===== src/rtl/zz_scan_pkg.sv =====
// Shared types and helpers for the zig-zag scan address generator.
package zz_scan_pkg;

  localparam int MAX_LOG2N_DEF = 4;

  typedef enum logic {
    IDLE = 1'b0,
    SCAN = 1'b1
  } state_t;

  // UP moves toward row 0 (up-right); DOWN moves toward col 0 (down-left).
  typedef enum logic {
    UP   = 1'b0,
    DOWN = 1'b1
  } dir_t;

  // Keep the block side inside 2..2**max_l2 so the walk never degenerates
  // and never exceeds the index counter width.
  function automatic logic [2:0] clamp_log2n(input logic [2:0] l2, input int max_l2);
    if (l2 == 3'd0) begin
      return 3'd1;
    end else if (int'(l2) > max_l2) begin
      return 3'(max_l2);
    end else begin
      return l2;
    end
  endfunction

endpackage


===== src/rtl/zz_walk_step.sv =====
// One step of the JPEG zig-zag walk: given the current (row, col, direction)
// and the last valid row/col index, produce the next position and direction.
module zz_walk_step
  import zz_scan_pkg::*;
#(
  parameter int W = 4
) (
  input  logic [W-1:0] ri_i,
  input  logic [W-1:0] ci_i,
  input  dir_t         dir_i,
  input  logic [W-1:0] max_i,
  output logic [W-1:0] ri_o,
  output logic [W-1:0] ci_o,
  output dir_t         dir_o
);

  // Edge cases first: hitting the right/bottom edge wins over the top/left edge,
  // which is what turns the corner correctly on the anti-diagonal.
  always_comb begin
    ri_o  = ri_i;
    ci_o  = ci_i;
    dir_o = dir_i;
    if (dir_i == UP) begin
      if (ci_i == max_i) begin
        ri_o  = ri_i + 1'b1;
        dir_o = DOWN;
      end else if (ri_i == '0) begin
        ci_o  = ci_i + 1'b1;
        dir_o = DOWN;
      end else begin
        ri_o = ri_i - 1'b1;
        ci_o = ci_i + 1'b1;
      end
    end else begin
      if (ri_i == max_i) begin
        ci_o  = ci_i + 1'b1;
        dir_o = UP;
      end else if (ci_i == '0) begin
        ri_o  = ri_i + 1'b1;
        dir_o = UP;
      end else begin
        ri_o = ri_i + 1'b1;
        ci_o = ci_i - 1'b1;
      end
    end
  end

endmodule


===== src/rtl/zz_scan_gen.sv =====
// Parametrised zig-zag scan address generator. Streams (row,col) addresses of
// an N x N block in JPEG order, optionally transposed, over one or more blocks.
//
// Handshake: out_valid/out_* are registered and stay stable while
// out_valid && !out_ready; an element transfers on a rising edge where
// out_valid && out_ready. out_valid never drops inside a run except on abort.
module zz_scan_gen
  import zz_scan_pkg::*;
#(
  parameter int MAX_LOG2N = MAX_LOG2N_DEF,
  parameter int BLK_W     = 8
) (
  input  logic                   Clock_50,
  input  logic                   Resetn,
  input  logic                   start,
  input  logic                   abort,
  input  logic [2:0]             log2n,
  input  logic                   transpose,
  input  logic [BLK_W-1:0]       num_blocks,
  output logic                   busy,
  output logic                   out_valid,
  input  logic                   out_ready,
  output logic [2*MAX_LOG2N-1:0] out_addr,
  output logic [2*MAX_LOG2N-1:0] out_idx,
  output logic [BLK_W-1:0]       out_blk,
  output logic                   out_first,
  output logic                   out_last,
  output logic                   done,
  output state_t                 dbg_state
);

  localparam int RW    = MAX_LOG2N;
  localparam int IDX_W = 2 * MAX_LOG2N;

  state_t           state_q, state_d;
  logic [2:0]       log2n_q, log2n_d;
  logic             tr_q, tr_d;
  logic [BLK_W-1:0] last_blk_q, last_blk_d;
  logic [RW-1:0]    ri_q, ri_d, ci_q, ci_d;
  dir_t             dir_q, dir_d;
  logic [IDX_W-1:0] idx_q, idx_d;
  logic [BLK_W-1:0] blk_q, blk_d;
  logic             done_q, done_d;

  logic [RW:0]      side;
  logic [RW-1:0]    max_rc;
  logic [IDX_W:0]   area;
  logic [IDX_W-1:0] last_idx;
  logic [IDX_W-1:0] ri_ext, ci_ext;
  logic [RW-1:0]    ri_step, ci_step;
  dir_t             dir_step;
  logic             at_last;

  // Block geometry from the latched exponent: max index per axis and last zig-zag index.
  always_comb begin
    side     = {{RW{1'b0}}, 1'b1} << log2n_q;
    max_rc   = side[RW-1:0] - 1'b1;
    area     = {{IDX_W{1'b0}}, 1'b1} << {log2n_q, 1'b0};
    last_idx = area[IDX_W-1:0] - 1'b1;
    at_last  = (idx_q == last_idx);
  end

  zz_walk_step #(.W(RW)) u_step (
    .ri_i  (ri_q),
    .ci_i  (ci_q),
    .dir_i (dir_q),
    .max_i (max_rc),
    .ri_o  (ri_step),
    .ci_o  (ci_step),
    .dir_o (dir_step)
  );

  // Next-state: abort beats everything; start only matters in IDLE.
  always_comb begin
    state_d    = state_q;
    log2n_d    = log2n_q;
    tr_d       = tr_q;
    last_blk_d = last_blk_q;
    ri_d       = ri_q;
    ci_d       = ci_q;
    dir_d      = dir_q;
    idx_d      = idx_q;
    blk_d      = blk_q;
    done_d     = 1'b0;
    if (abort) begin
      state_d = IDLE;
    end else begin
      case (state_q)
        IDLE: begin
          if (start) begin
            state_d    = SCAN;
            log2n_d    = clamp_log2n(log2n, MAX_LOG2N);
            tr_d       = transpose;
            last_blk_d = (num_blocks == '0) ? '0 : num_blocks - 1'b1;
            ri_d       = '0;
            ci_d       = '0;
            dir_d      = UP;
            idx_d      = '0;
            blk_d      = '0;
          end
        end
        SCAN: begin
          if (out_ready) begin
            if (at_last) begin
              if (blk_q < last_blk_q) begin
                // Roll straight into the next block without a bubble.
                blk_d = blk_q + 1'b1;
                ri_d  = '0;
                ci_d  = '0;
                dir_d = UP;
                idx_d = '0;
              end else begin
                state_d = IDLE;
                done_d  = 1'b1;
              end
            end else begin
              ri_d  = ri_step;
              ci_d  = ci_step;
              dir_d = dir_step;
              idx_d = idx_q + 1'b1;
            end
          end
        end
        default: state_d = IDLE;
      endcase
    end
  end

  // State and datapath registers.
  always_ff @(posedge Clock_50 or negedge Resetn) begin
    if (!Resetn) begin
      state_q    <= IDLE;
      log2n_q    <= 3'd1;
      tr_q       <= 1'b0;
      last_blk_q <= '0;
      ri_q       <= '0;
      ci_q       <= '0;
      dir_q      <= UP;
      idx_q      <= '0;
      blk_q      <= '0;
      done_q     <= 1'b0;
    end else begin
      state_q    <= state_d;
      log2n_q    <= log2n_d;
      tr_q       <= tr_d;
      last_blk_q <= last_blk_d;
      ri_q       <= ri_d;
      ci_q       <= ci_d;
      dir_q      <= dir_d;
      idx_q      <= idx_d;
      blk_q      <= blk_d;
      done_q     <= done_d;
    end
  end

  // Outputs: address is a shift-and-or of the registered position, flags follow state.
  always_comb begin
    ri_ext    = {{(IDX_W-RW){1'b0}}, ri_q};
    ci_ext    = {{(IDX_W-RW){1'b0}}, ci_q};
    out_addr  = tr_q ? ((ci_ext << log2n_q) | ri_ext) : ((ri_ext << log2n_q) | ci_ext);
    out_valid = (state_q == SCAN);
    busy      = (state_q == SCAN);
    out_idx   = idx_q;
    out_blk   = blk_q;
    out_first = out_valid && (idx_q == '0);
    out_last  = out_valid && at_last;
    done      = done_q;
    dbg_state = state_q;
  end

endmodule

===== config.mk =====
export PLATFORM = sky130hd
export DESIGN_NAME = zz_scan_gen
export DESIGN_NICKNAME = d
export VERILOG_FILES = /design/src/rtl/zz_scan_pkg.sv /design/src/rtl/zz_walk_step.sv /design/src/rtl/zz_scan_gen.sv
export SDC_FILE = /design/constraint.sdc
export NUM_CORES = 1
export LEC_CHECK = 0
export BUFFER_PORTS_ARGS = -buffer_cell sky130_fd_sc_hd__buf_2
export CAP_MARGIN = 20
export CORE_ASPECT_RATIO = 0.6
export CORE_MARGIN = 4
export CORE_UTILIZATION = 61
export CTS_CLUSTER_DIAMETER = 30
export DETAILED_ROUTE_END_ITERATION = 10
export PLACE_DENSITY_LB_ADDON = 0.05
export SLEW_MARGIN = 20
export SYNTH_ARGS = -nofsm -noshare
export SYNTH_HDL_FRONTEND = slang
export SYNTH_SLANG_ARGS = --single-unit

===== constraint.sdc =====
create_clock -name Clock_50 -period 6.6 [get_ports Clock_50]
set_clock_uncertainty 0.15 [all_clocks]
set_input_delay 1.32 -clock Clock_50 [delete_from_list [all_inputs] [get_ports Clock_50]]
set_output_delay 1.32 -clock Clock_50 [all_outputs]
set_load 0.01 [all_outputs]

==> impl_results.md, run 1 <==
- Drt via density: 6.61
- Total track usage: 0.267
- I/O pin cnt: 47
- Synth Cell Area: 3070 um2
- Minimum clock period: 4.50 ns
- Port Buffers: 46
- Slew Limit Fails: 0
- Final #Nets: 435
- Post-synthesis net count: 401
- Antenna cells: 0
- Grt total ovfl: 0
- Unrepaired setup endpoints after global routing: false
- Critical setup path kind: reg2out
- CTS tree: yes
- Die Height: 63.0 um
- Peak supply drop: 0.273 mV
- Final setup fails: 0
- Run status: finished, final reports clean
- Initial Util: 0.653
- Post-CTS Resized: 0
- WP data required: 5.13 ns
- Period utilization: 0.681
- Worst R2R End: out_idx[7]$_DFFE_PN0P_
- Num rows: 19
- DR vias: 3081
- ANT nets after route: 0
- Critical path destination: out_last
- Worst R2R Start: log2n_q[2]$_DFFE_PN0P_
- Register bit total from synthesis: 39
- Most frequent cells in the layout: buf_2, dfrtp_1, nand2_1
- H-tree levels: 2
- Clock-pin slew on the worst setup and hold paths: 0.08 ns
- Crit-path max FO: 24
- Hold WC Path Type: reg2reg
- Power density cells: 328 nW/um2
- Maxcap violations: 0
- Worst Tran Pin Value: 0.961 ns
- Routed WL per cell: 17.8 um
- Final core occ: 0.725
- Crit. End Element: primary output
- Final hold violations: 0
- Drt first pass iters: 5
- EDFF count, synth: 0
- FF-to-FF path depth: 9
- Power consumption: 1.12 mW
- Worst skew pair latency: 0.29 ns
- Yosys warns: 0
- Hpwl dp: 6150 um
- Die Footprint: 6270 um2
- Commonest non-fill, non-tap cell in the layout: buf_2
- Sequential cell area fraction in the yosys report: 0.318
- Reg2reg setup slack: 2.79 ns
- Syn avg cell area: 8.35 um2
- Vias in the first global route: 2723
- Main flop type after synthesis: dfrtp_1
- Post-CTS setup buffer count: 0
- Die W: 99.6 um
- DRT iter0 DRCs: 322
- Layout cell share with drive strength beyond 1: 0.176
- Placed cell area: 3300 um2
- Rel. slew slack: 0.352
- Area growth, synth to finish: 11.1%
- GP Congestion: 0.923
- Hold-fix buffers, CTS: 0
- Synth cell types: 65
- Mapped Cells: 368
- Crit path arrival time: 3.03 ns
- FMAX: 222 MHz
- DRC: 0
- Initial antenna violation count: 0
- Leak: 1.52 nW
- CP startpoint kind: flop
- Largest net degree at the start of global routing: 40
- Clk sink count: 39
- CTS max path bufs: 2
- Post-route setup TNS: 0 ns
- Async SR Flop Fraction: 1.00
- First-pass GRT wire length: 13600 um
- Core area: 4710 um2
- Critical path origin: log2n_q[2]$_DFFE_PN0P_
- Root Driver: clkbuf_8
- Overall routed net length: 8300 um
- Final Instance Area: 3410 um2
- CTS buffer count: 5
==> through the flow <==
stage	hold WS [ns]	cells	worst slack, ns
global route	0.404	466	1.86
global placement	0.313	458	2.67
finish	0.341	466	2.10
CTS	0.344	466	2.15
detailed placement	0.326	458	2.49
floorplan	0.300	368	2.73
==> synthesized netlist by cell type, drive strengths merged (3+ instances only) <==
master | instances | area [um2]
ha | 16 | 200
and2 | 3 | 18.8
nor2b | 4 | 25.0
a211oi | 4 | 35.0
nand3 | 17 | 85.1
a31oi | 6 | 50.0
nor2 | 26 | 97.6
xnor2 | 12 | 105
xor2 | 5 | 43.8
o41ai | 3 | 33.8
o31ai | 5 | 37.5
inv | 24 | 90.1
buf | 7 | 43.8
a31o | 3 | 26.3
o22ai | 9 | 56.3
a21oi | 22 | 110
nor3 | 5 | 30.0
nor4 | 7 | 43.8
o21ai | 31 | 166
a22oi | 3 | 22.5
nand2 | 32 | 120
o221ai | 3 | 26.3
dfrtp | 38 | 951
nand4 | 5 | 31.3
nand2b | 6 | 37.5
or4 | 7 | 56.3
clkbuf | 13 | 48.8
or3 | 11 | 73.8
mux2i | 12 | 120
==> state kept, by name (all words and copies together), names as in the netlist <==
register	cells
last_blk_q	8
out_blk	8
out_idx	8
ci_q	4
ri_q	4
log2n_q	3
busy	1
dir_q	1
done	1
tr_q	1
==> area by class of cell <==
class | instances | area (um2)
timing repair buffer | 47 | 238
tap | 63 | 78.8
clock buffer | 6 | 82.6
clock inverter | 2 | 35.0
fill | 369 | 1290
multi-input combinational | 285 | 1910
inverter | 24 | 90.1
sequential | 39 | 977
==> routing by layer <==
metal	track usage	part of all wire	vias to the layer above	routed length, um
li1	-	-	1415	-
met1	0.412	0.46	1435	3790
met2	0.368	0.40	220	3360
met3	0.0725	0.13	11	1100
met4	0.0545	0.0061	0	51
met5	0	0	-	0
==> power by group <==
group / switching (mW) / internal (mW)
combinational: 0.297 / 0.224
clock: 0.0880 / 0.122
sequential: 0.105 / 0.283
==> cells by family after synthesis <==
family | after synthesis | share of synthesized area
AO/OA/AOI/OAI | 106 | 0.232
XOR/XNOR | 17 | 0.0485
adder cells (fa/ha/maj) | 16 | 0.0652
buffers and inverters | 44 | 0.0595
flip-flops | 39 | 0.318
multiplexers | 15 | 0.0538
AND/OR/NAND/NOR | 131 | 0.223
==> critical path, cell delays in order, from the launching register on <==
cell and delay [ns]:
dfrtp_1 0.82, inv_1 0.31, nand3_1 0.16, ha_1 0.29
xor2_1 0.21, o211ai_1 0.15, nor3_2 0.35, nand2_1 0.18
nor2_1 0.12, buf_2 0.14
==> worst min-delay path by stage <==
stage                                   start                        end  slack [ns]  depth (start not counted)
floorplan           last_blk_q[6]$_DFFE_PN0P_  last_blk_q[6]$_DFFE_PN0P_        0.30                          2
global placement    last_blk_q[7]$_DFFE_PN0P_  last_blk_q[7]$_DFFE_PN0P_        0.31                          2
detailed placement  last_blk_q[7]$_DFFE_PN0P_  last_blk_q[7]$_DFFE_PN0P_        0.33                          2
CTS                 last_blk_q[7]$_DFFE_PN0P_  last_blk_q[7]$_DFFE_PN0P_        0.34                          2
global route        last_blk_q[7]$_DFFE_PN0P_  last_blk_q[7]$_DFFE_PN0P_        0.40                          2
finish              last_blk_q[7]$_DFFE_PN0P_  last_blk_q[7]$_DFFE_PN0P_        0.34                          2
Power figures use the tool's default switching activity.
==> run 2: changes to the inputs <==
--- a/config.mk
+++ b/config.mk
@@ -9,7 +9,7 @@
 export CAP_MARGIN = 20
 export CORE_ASPECT_RATIO = 0.6
 export CORE_MARGIN = 4
-export CORE_UTILIZATION = 61
+export CORE_UTILIZATION = 52
 export CTS_CLUSTER_DIAMETER = 30
 export DETAILED_ROUTE_END_ITERATION = 10
 export PLACE_DENSITY_LB_ADDON = 0.05
==> constraint.sdc (replaced) <==
create_clock -name Clock_50 -period 4.07 [get_ports Clock_50]
set_clock_uncertainty 0.15 [all_clocks]
set_input_delay 0.814 -clock Clock_50 [delete_from_list [all_inputs] [get_ports Clock_50]]
set_output_delay 0.814 -clock Clock_50 [all_outputs]
set_load 0.01 [all_outputs]
==> run 2 against run 1 <==
Non-clock buffer count up 3. Sequential power is 58% higher. Global-route usage decreased by 2.4 points. Die area increased by 15%. Total power up 54%. Core utilization is 12 points lower.
==> impl_results.md, run 2 (synthesis gave the netlist of run 1 again) <==
- Die Footprint: 7240 um2 (+15%)
- Final setup fails: 0 (unchanged)
- Final Instance Area: 3420 um2 (about the same)
- P_int: 0.944 mW (+50%)
- Total track usage: 0.242 (-0.0243)
- Drt via density: 6.04 (-8.7%)
- Initial antenna violation count: 0 (unchanged)
- Worst R2R Start: log2n_q[0]$_DFFE_PN1P_
- Root Driver: clkbuf_8
- CTS tree: yes
- Hold-fix buffers, CTS: 0 (unchanged)
- CP startpoint kind: flop
- WP data required: 3.11 ns (-2.02 ns)
- Storage element area: 977 um2 (unchanged)
- Die Height: 67.5 um (+7.3%)
- Antenna cells: 0 (unchanged)
- Worst skew pair latency: 0.29 ns (about the same)
- Power consumption: 1.73 mW (+54%)
- Layout cell share with drive strength beyond 1: 0.178 (+0.00204)
- Post-CTS setup buffer count: 0 (unchanged)
- Routed WL per cell: 17.0 um (-4.4%)
- GP Congestion: 0.845 (-8.5%)
- Clock-pin slew on the worst setup and hold paths: 0.07 ns (about the same)
- Post-route setup TNS: 0 ns (unchanged)
- Sw Pwr: 0.785 mW (+60%)
- Core area: 5650 um2 (+20%)
- Die W: 107 um (+7.6%)
- Commonest non-fill, non-tap cell in the layout: buf_2
- Peak supply drop: 0.199 mV (-27%)
- WHS Endpoint: last_blk_q[6]$_DFFE_PN0P_
- HP Start: last_blk_q[6]$_DFFE_PN0P_
- Leak: 1.51 nW (-0.70%)
- Rel. slew slack: 0.410 (+0.0573)
- Worst R2R End: out_blk[2]$_DFFE_PN0P_
- Minimum clock period: 3.70 ns
- Placed cell area: 3340 um2 (+1.3%)
- Period utilization: 0.910
- Initial Util: 0.544 (-0.109)
- DRT iter0 DRCs: 234 (-27%)
- Largest net degree at the start of global routing: 40 (unchanged)
- Crit. End Element: primary output
- Grt total ovfl: 0 (unchanged)
- Final #Nets: 438 (+0.69%)
- Clk sink count: 39 (unchanged)
- Drt first pass iters: 4 (-1)
- Vias in the first global route: 2634 (-3.3%)
- Combinational power share: 0.502 (+0.036)
- Hold WC Path Type: reg2reg
- FF-to-FF path depth: 8 (-1)
- Slew Limit Fails: 0 (unchanged)
- Area growth, synth to finish: 11.2% (about the same)
- Maxcap violations: 0 (unchanged)
- Switching share of power: 0.454 (+0.0164)
- CTS buffer count: 5 (unchanged)
- Unrepaired setup endpoints after global routing: false
- DRC: 0 (unchanged)
- Fillers: 512 (+39%)
- FMAX: 270 MHz
- Hpwl dp: 6250 um (+1.8%)
- Worst Tran Pin Value: 0.885 ns (-0.0755 ns)
- Power density cells: 506 nW/um2 (+54%)
- H-tree levels: 2 (unchanged)
- Hold path depth: 2 (unchanged)
- DR vias: 2921 (-5.2%)
- Overall routed net length: 8240 um (-0.69%)
- Post-CTS Resized: 0 (unchanged)
- CTS max path bufs: 2 (unchanged)
- Crit-path max FO: 22 (-8.3%)
- Num rows: 21 (+2)
- Final hold violations: 0 (unchanged)
- Clk network pwr share: 0.145 (-0.043)
- Run status: finished, final reports clean
- Reg power frac: 0.353 (+0.007)
- Multi-input gate area: 1910 um2 (unchanged)
- Reg2reg setup slack: 0.72 ns (-2.07 ns)
- Most frequent cells in the layout: buf_2, dfrtp_1, nand2_1
- Final core occ: 0.605 (-0.120)
- Port Buffers: 46 (unchanged)
- Crit path arrival time: 2.74 ns (-0.29 ns)
- I/O pin cnt: 47 (unchanged)
- ANT nets after route: 0 (unchanged)
- Critical setup path kind: reg2out
- First-pass GRT wire length: 13800 um (+1.1%)
-- run 2: routing by layer --
metal,wire [um],global-route usage,vias up
met3,645,0.0544,4
met1,4420,0.395,1391
li1,-,-,1428
met4,32,0.0239,0
met5,0,0,-
met2,3140,0.328,98
-- run 2: power groups by stage --
stage	sequential, mW	clock [mW]	combinational (mW)
after floorplan	0.535	0	0.680
after CTS	0.605	0.253	0.855
after global placement	0.607	0	0.831
final	0.611	0.250	0.867
after global routing	0.624	0.276	0.962
after detailed placement	0.611	0	0.850
-- run 2: worst max-delay path by stage --
stage          cells after the start  slack (ns)                   start        to
2_1_floorplan                      9        0.71  log2n_q[0]$_DFFE_PN1P_  out_last
3_3_place_gp                       8        0.74  log2n_q[0]$_DFFE_PN1P_  out_last
3_5_place_dp                       8        0.71  log2n_q[0]$_DFFE_PN1P_  out_last
6_report                           8        0.37  log2n_q[0]$_DFFE_PN1P_  out_last
4_1_cts                            8        0.39  log2n_q[0]$_DFFE_PN1P_  out_last
5_1_grt                            8        0.18  log2n_q[0]$_DFFE_PN1P_  out_last
-- run 2: layout make-up --
cell class,instances,share of cell area
clock buffer,5,0.0201
inverter,24,0.0264
tap,80,0.0293
multi-input combinational,285,0.560
sequential,39,0.286
timing repair buffer,50,0.0762
clock inverter,1,0.00220
-- run 2: worst max-delay path: stages, from the launching register on --
cell and delay, ns:
dfstp_2 0.81, or3_4 0.23, ha_1 0.28, xor2_1 0.17, o211ai_1 0.14, nor3_2 0.39, nand2_1 0.18, nor2_1 0.12
buf_2 0.14
-- run 2: per-stage QoR --
| step | instances | hold WS [ns] | worst slack, ns |
|---|---|---|---|
| 2_1_floorplan | 368 | 0.300 | 0.705 |
| 3_3_place_gp | 478 | 0.319 | 0.745 |
| 3_5_place_dp | 478 | 0.344 | 0.710 |
| 4_1_cts | 484 | 0.365 | 0.390 |
| 5_1_grt | 484 | 0.417 | 0.181 |
| 6_report | 484 | 0.362 | 0.368 |
==> run 3: changes to the inputs <==
--- a/config.mk
+++ b/config.mk
@@ -5,7 +5,7 @@
 export SDC_FILE = /design/constraint.sdc
 export NUM_CORES = 1
 export LEC_CHECK = 0
-export BUFFER_PORTS_ARGS = -buffer_cell sky130_fd_sc_hd__buf_2
+export BUFFER_PORTS_ARGS = -buffer_cell sky130_fd_sc_hd__buf_4
 export CAP_MARGIN = 20
 export CORE_ASPECT_RATIO = 0.6
 export CORE_MARGIN = 4
==> run 3 against run 2 <==
Routed wire length increased by 0.76%. Worst hold slack got worse by 0.031 ns. Non-clock buffer count is the same. Flip-flop and latch count is the same. Global-route usage rose by 0.23 points. Final cell count grew 0.41%. Critical path depth unchanged. First-iteration DRC count is 0.43% higher. Register-to-register slack improved by 0.08 ns. Core utilization is 2.2 points higher. Sequential power about the same. Die area stayed put. Critical path type unchanged. Largest cell class unchanged.
==> impl_results.md, run 3 (synthesis gave the netlist of run 1 again) <==
- Run status: finished, final reports clean
- Die W: 107 um (unchanged)
- Crit path arrival time: 2.74 ns (about the same)
- Rel. slew slack: 0.546 (+0.136)
- Post-route setup TNS: 0 ns (unchanged)
- CTS buffer count: 5 (unchanged)
- Port Buffers: 46 (unchanged)
- Commonest non-fill, non-tap cell in the layout: buf_4
- Worst R2R Start: log2n_q[0]$_DFFE_PN1P_
- Worst skew pair latency: 0.30 ns (about the same)
- Final setup fails: 0 (unchanged)
- Layout cell share with drive strength beyond 1: 0.180 (+0.00159)
- Reg2reg setup slack: 0.80 ns (+0.08 ns)
- Slowest cell on crit path: dfstp_2
- CTS max path bufs: 2 (unchanged)
- Crit-path max FO: 22 (unchanged)
- Maxcap violations: 0 (unchanged)
- Power density cells: 501 nW/um2 (-1.1%)
- Crit. End Element: primary output
- Critical-path cell list: nand3_1 -> ha_1 -> xor2_1 -> o211ai_1 -> nor3_2 -> nand2_1 -> nor2_1 -> buf_4
- FMAX: 270 MHz (about the same)
- Final hold violations: 0 (unchanged)
- Hold WC Path Type: in2async
- Fin worst setup slack: 0.370 ns (+0.00243 ns)
- Setup WS pre-CTS: 0.674 ns (-0.0363 ns)
- GP Congestion: 0.835 (-1.1%)
- CTS tree: yes
- Post-CTS setup buffer count: 0 (unchanged)
- Grt total ovfl: 0 (unchanged)
- Hold-fix buffers, CTS: 0 (unchanged)
- Initial antenna violation count: 0 (unchanged)
- Most frequent cells in the layout: buf_4, dfrtp_1, nand2_1
- ANT nets after route: 0 (unchanged)
- DR vias: 2969 (+1.6%)
- Vias in the first global route: 2587 (-1.8%)
- Root Driver: clkbuf_8
- Area growth, synth to finish: 15.2%
- Unrepaired setup endpoints after global routing: false
- Worst Tran Pin Value: 0.678 ns (-0.207 ns)
- Post-CTS Resized: 0 (unchanged)
- WP data required: 3.11 ns (about the same)
- Antenna cells: 0 (unchanged)
- Peak supply drop: 0.198 mV (about the same)
- Routed WL per cell: 17.1 um (+0.35%)
- Critical setup path kind: reg2out
- Hpwl dp: 6310 um (+0.96%)
- Fillers: 477 (-6.8%)
- Largest net degree at the start of global routing: 40 (unchanged)
- Initial Util: 0.544 (unchanged)
- FF-to-FF path depth: 8 (unchanged)
- Worst R2R End: out_blk[2]$_DFFE_PN0P_
- CP startpoint kind: flop
- Final #Nets: 438 (unchanged)
- I/O pin cnt: 47 (unchanged)
- Period utilization: 0.909 (about the same)
- Slew Limit Fails: 0 (unchanged)
- Overall routed net length: 8310 um (+0.76%)
- Leak: 1.53 nW (+1.4%)
- Drt via density: 6.11 (+1.2%)
- Clock-pin slew on the worst setup and hold paths: 0.09 ns (+0.02 ns)
- Drt first pass iters: 5 (+1)
- H-tree levels: 2 (unchanged)
- Clk sink count: 39 (unchanged)
- DRC: 0 (unchanged)
- DRT iter0 DRCs: 235 (+0.43%)
- Die Height: 67.5 um (unchanged)
- Crit-path max cell delay: 0.79 ns (-0.02 ns)
- First-pass GRT wire length: 13700 um (-0.60%)
- Die Footprint: 7240 um2 (unchanged)
- Num rows: 21 (unchanged)
- Core area: 5650 um2 (unchanged)
- Total track usage: 0.245 (+0.00230)
- Minimum clock period: 3.70 ns (-0.00243 ns)
-- run 3: cell types whose count changed in the layout (fill, tap and decap cells not counted), sizes merged --
| cell | delta |
|---|---|
| clkinv | +1 |
| clkbuf | +1 |
-- run 3: per-stage QoR --
| stage | std cells | util | cell area, um2 | hold slack (ns) | power [mW] |
|---|---|---|---|---|---|
| floorplan | 368 | - | 3070 | 0.300 | 1.21 |
| global placement | 478 | 0.612 | 3450 | 0.317 | 1.47 |
| detailed placement | 478 | 0.612 | 3450 | 0.327 | 1.49 |
| CTS | 486 | 0.627 | 3540 | 0.345 | 1.76 |
| global route | 486 | 0.627 | 3540 | 0.360 | 1.90 |
| finish | 486 | 0.627 | 3540 | 0.331 | 1.77 |
-- run 3: final cells by class --
cell class	count	area, um2	area share
Sequential cell	39	977	0.276
Timing Repair Buffer	50	375	0.106
Clock buffer	6	72.6	0.0205
Clock inverter	2	12.5	0.00353
Multi-Input combinational cell	285	1910	0.540
Inverter	24	90.1	0.0255
Tap cell	80	100	0.0283
-- run 3: worst max path at each step --
| stage | startpoint | end | slack (ns) | depth (start not counted) |
|---|---|---|---|---|
| 3_3_place_gp | log2n_q[0]$_DFFE_PN1P_ | out_last | 0.74 | 8 |
| 6_report | log2n_q[0]$_DFFE_PN1P_ | out_last | 0.37 | 8 |
| 5_1_grt | log2n_q[0]$_DFFE_PN1P_ | out_last | 0.16 | 8 |
| 4_1_cts | log2n_q[0]$_DFFE_PN1P_ | out_last | 0.34 | 8 |
| 3_5_place_dp | log2n_q[0]$_DFFE_PN1P_ | out_last | 0.67 | 8 |
| 2_1_floorplan | log2n_q[0]$_DFFE_PN1P_ | out_last | 0.71 | 9 |
-- run 3: critical path, delay by kind of cell (launching register included) --
kind,cells,cell delay [ns]
AOI/OAI and AO/OA,1,0.13
xor gates and xnor gates,1,0.15
adders and majority gates,1,0.40
buffers and inverters,1,0.13
DFF,1,0.79
and+or+nand+nor,4,0.83
-- run 3: metal layers --
| layer | share of wire | global-route usage | routed length, um | up-vias |
|---|---|---|---|---|
| li1 | - | - | - | 1430 |
| met4 | 0.0054 | 0.0478 | 45 | 0 |
| met3 | 0.060 | 0.0430 | 501 | 4 |
| met5 | 0 | 0 | 0 | - |
| met1 | 0.55 | 0.393 | 4530 | 1433 |
| met2 | 0.39 | 0.336 | 3230 | 102 |
-- run 3: power by group --
group	internal [mW]	total [mW]	switching, mW
clock	0.120	0.265	0.145
sequential	0.459	0.609	0.151
combinational	0.402	0.897	0.495
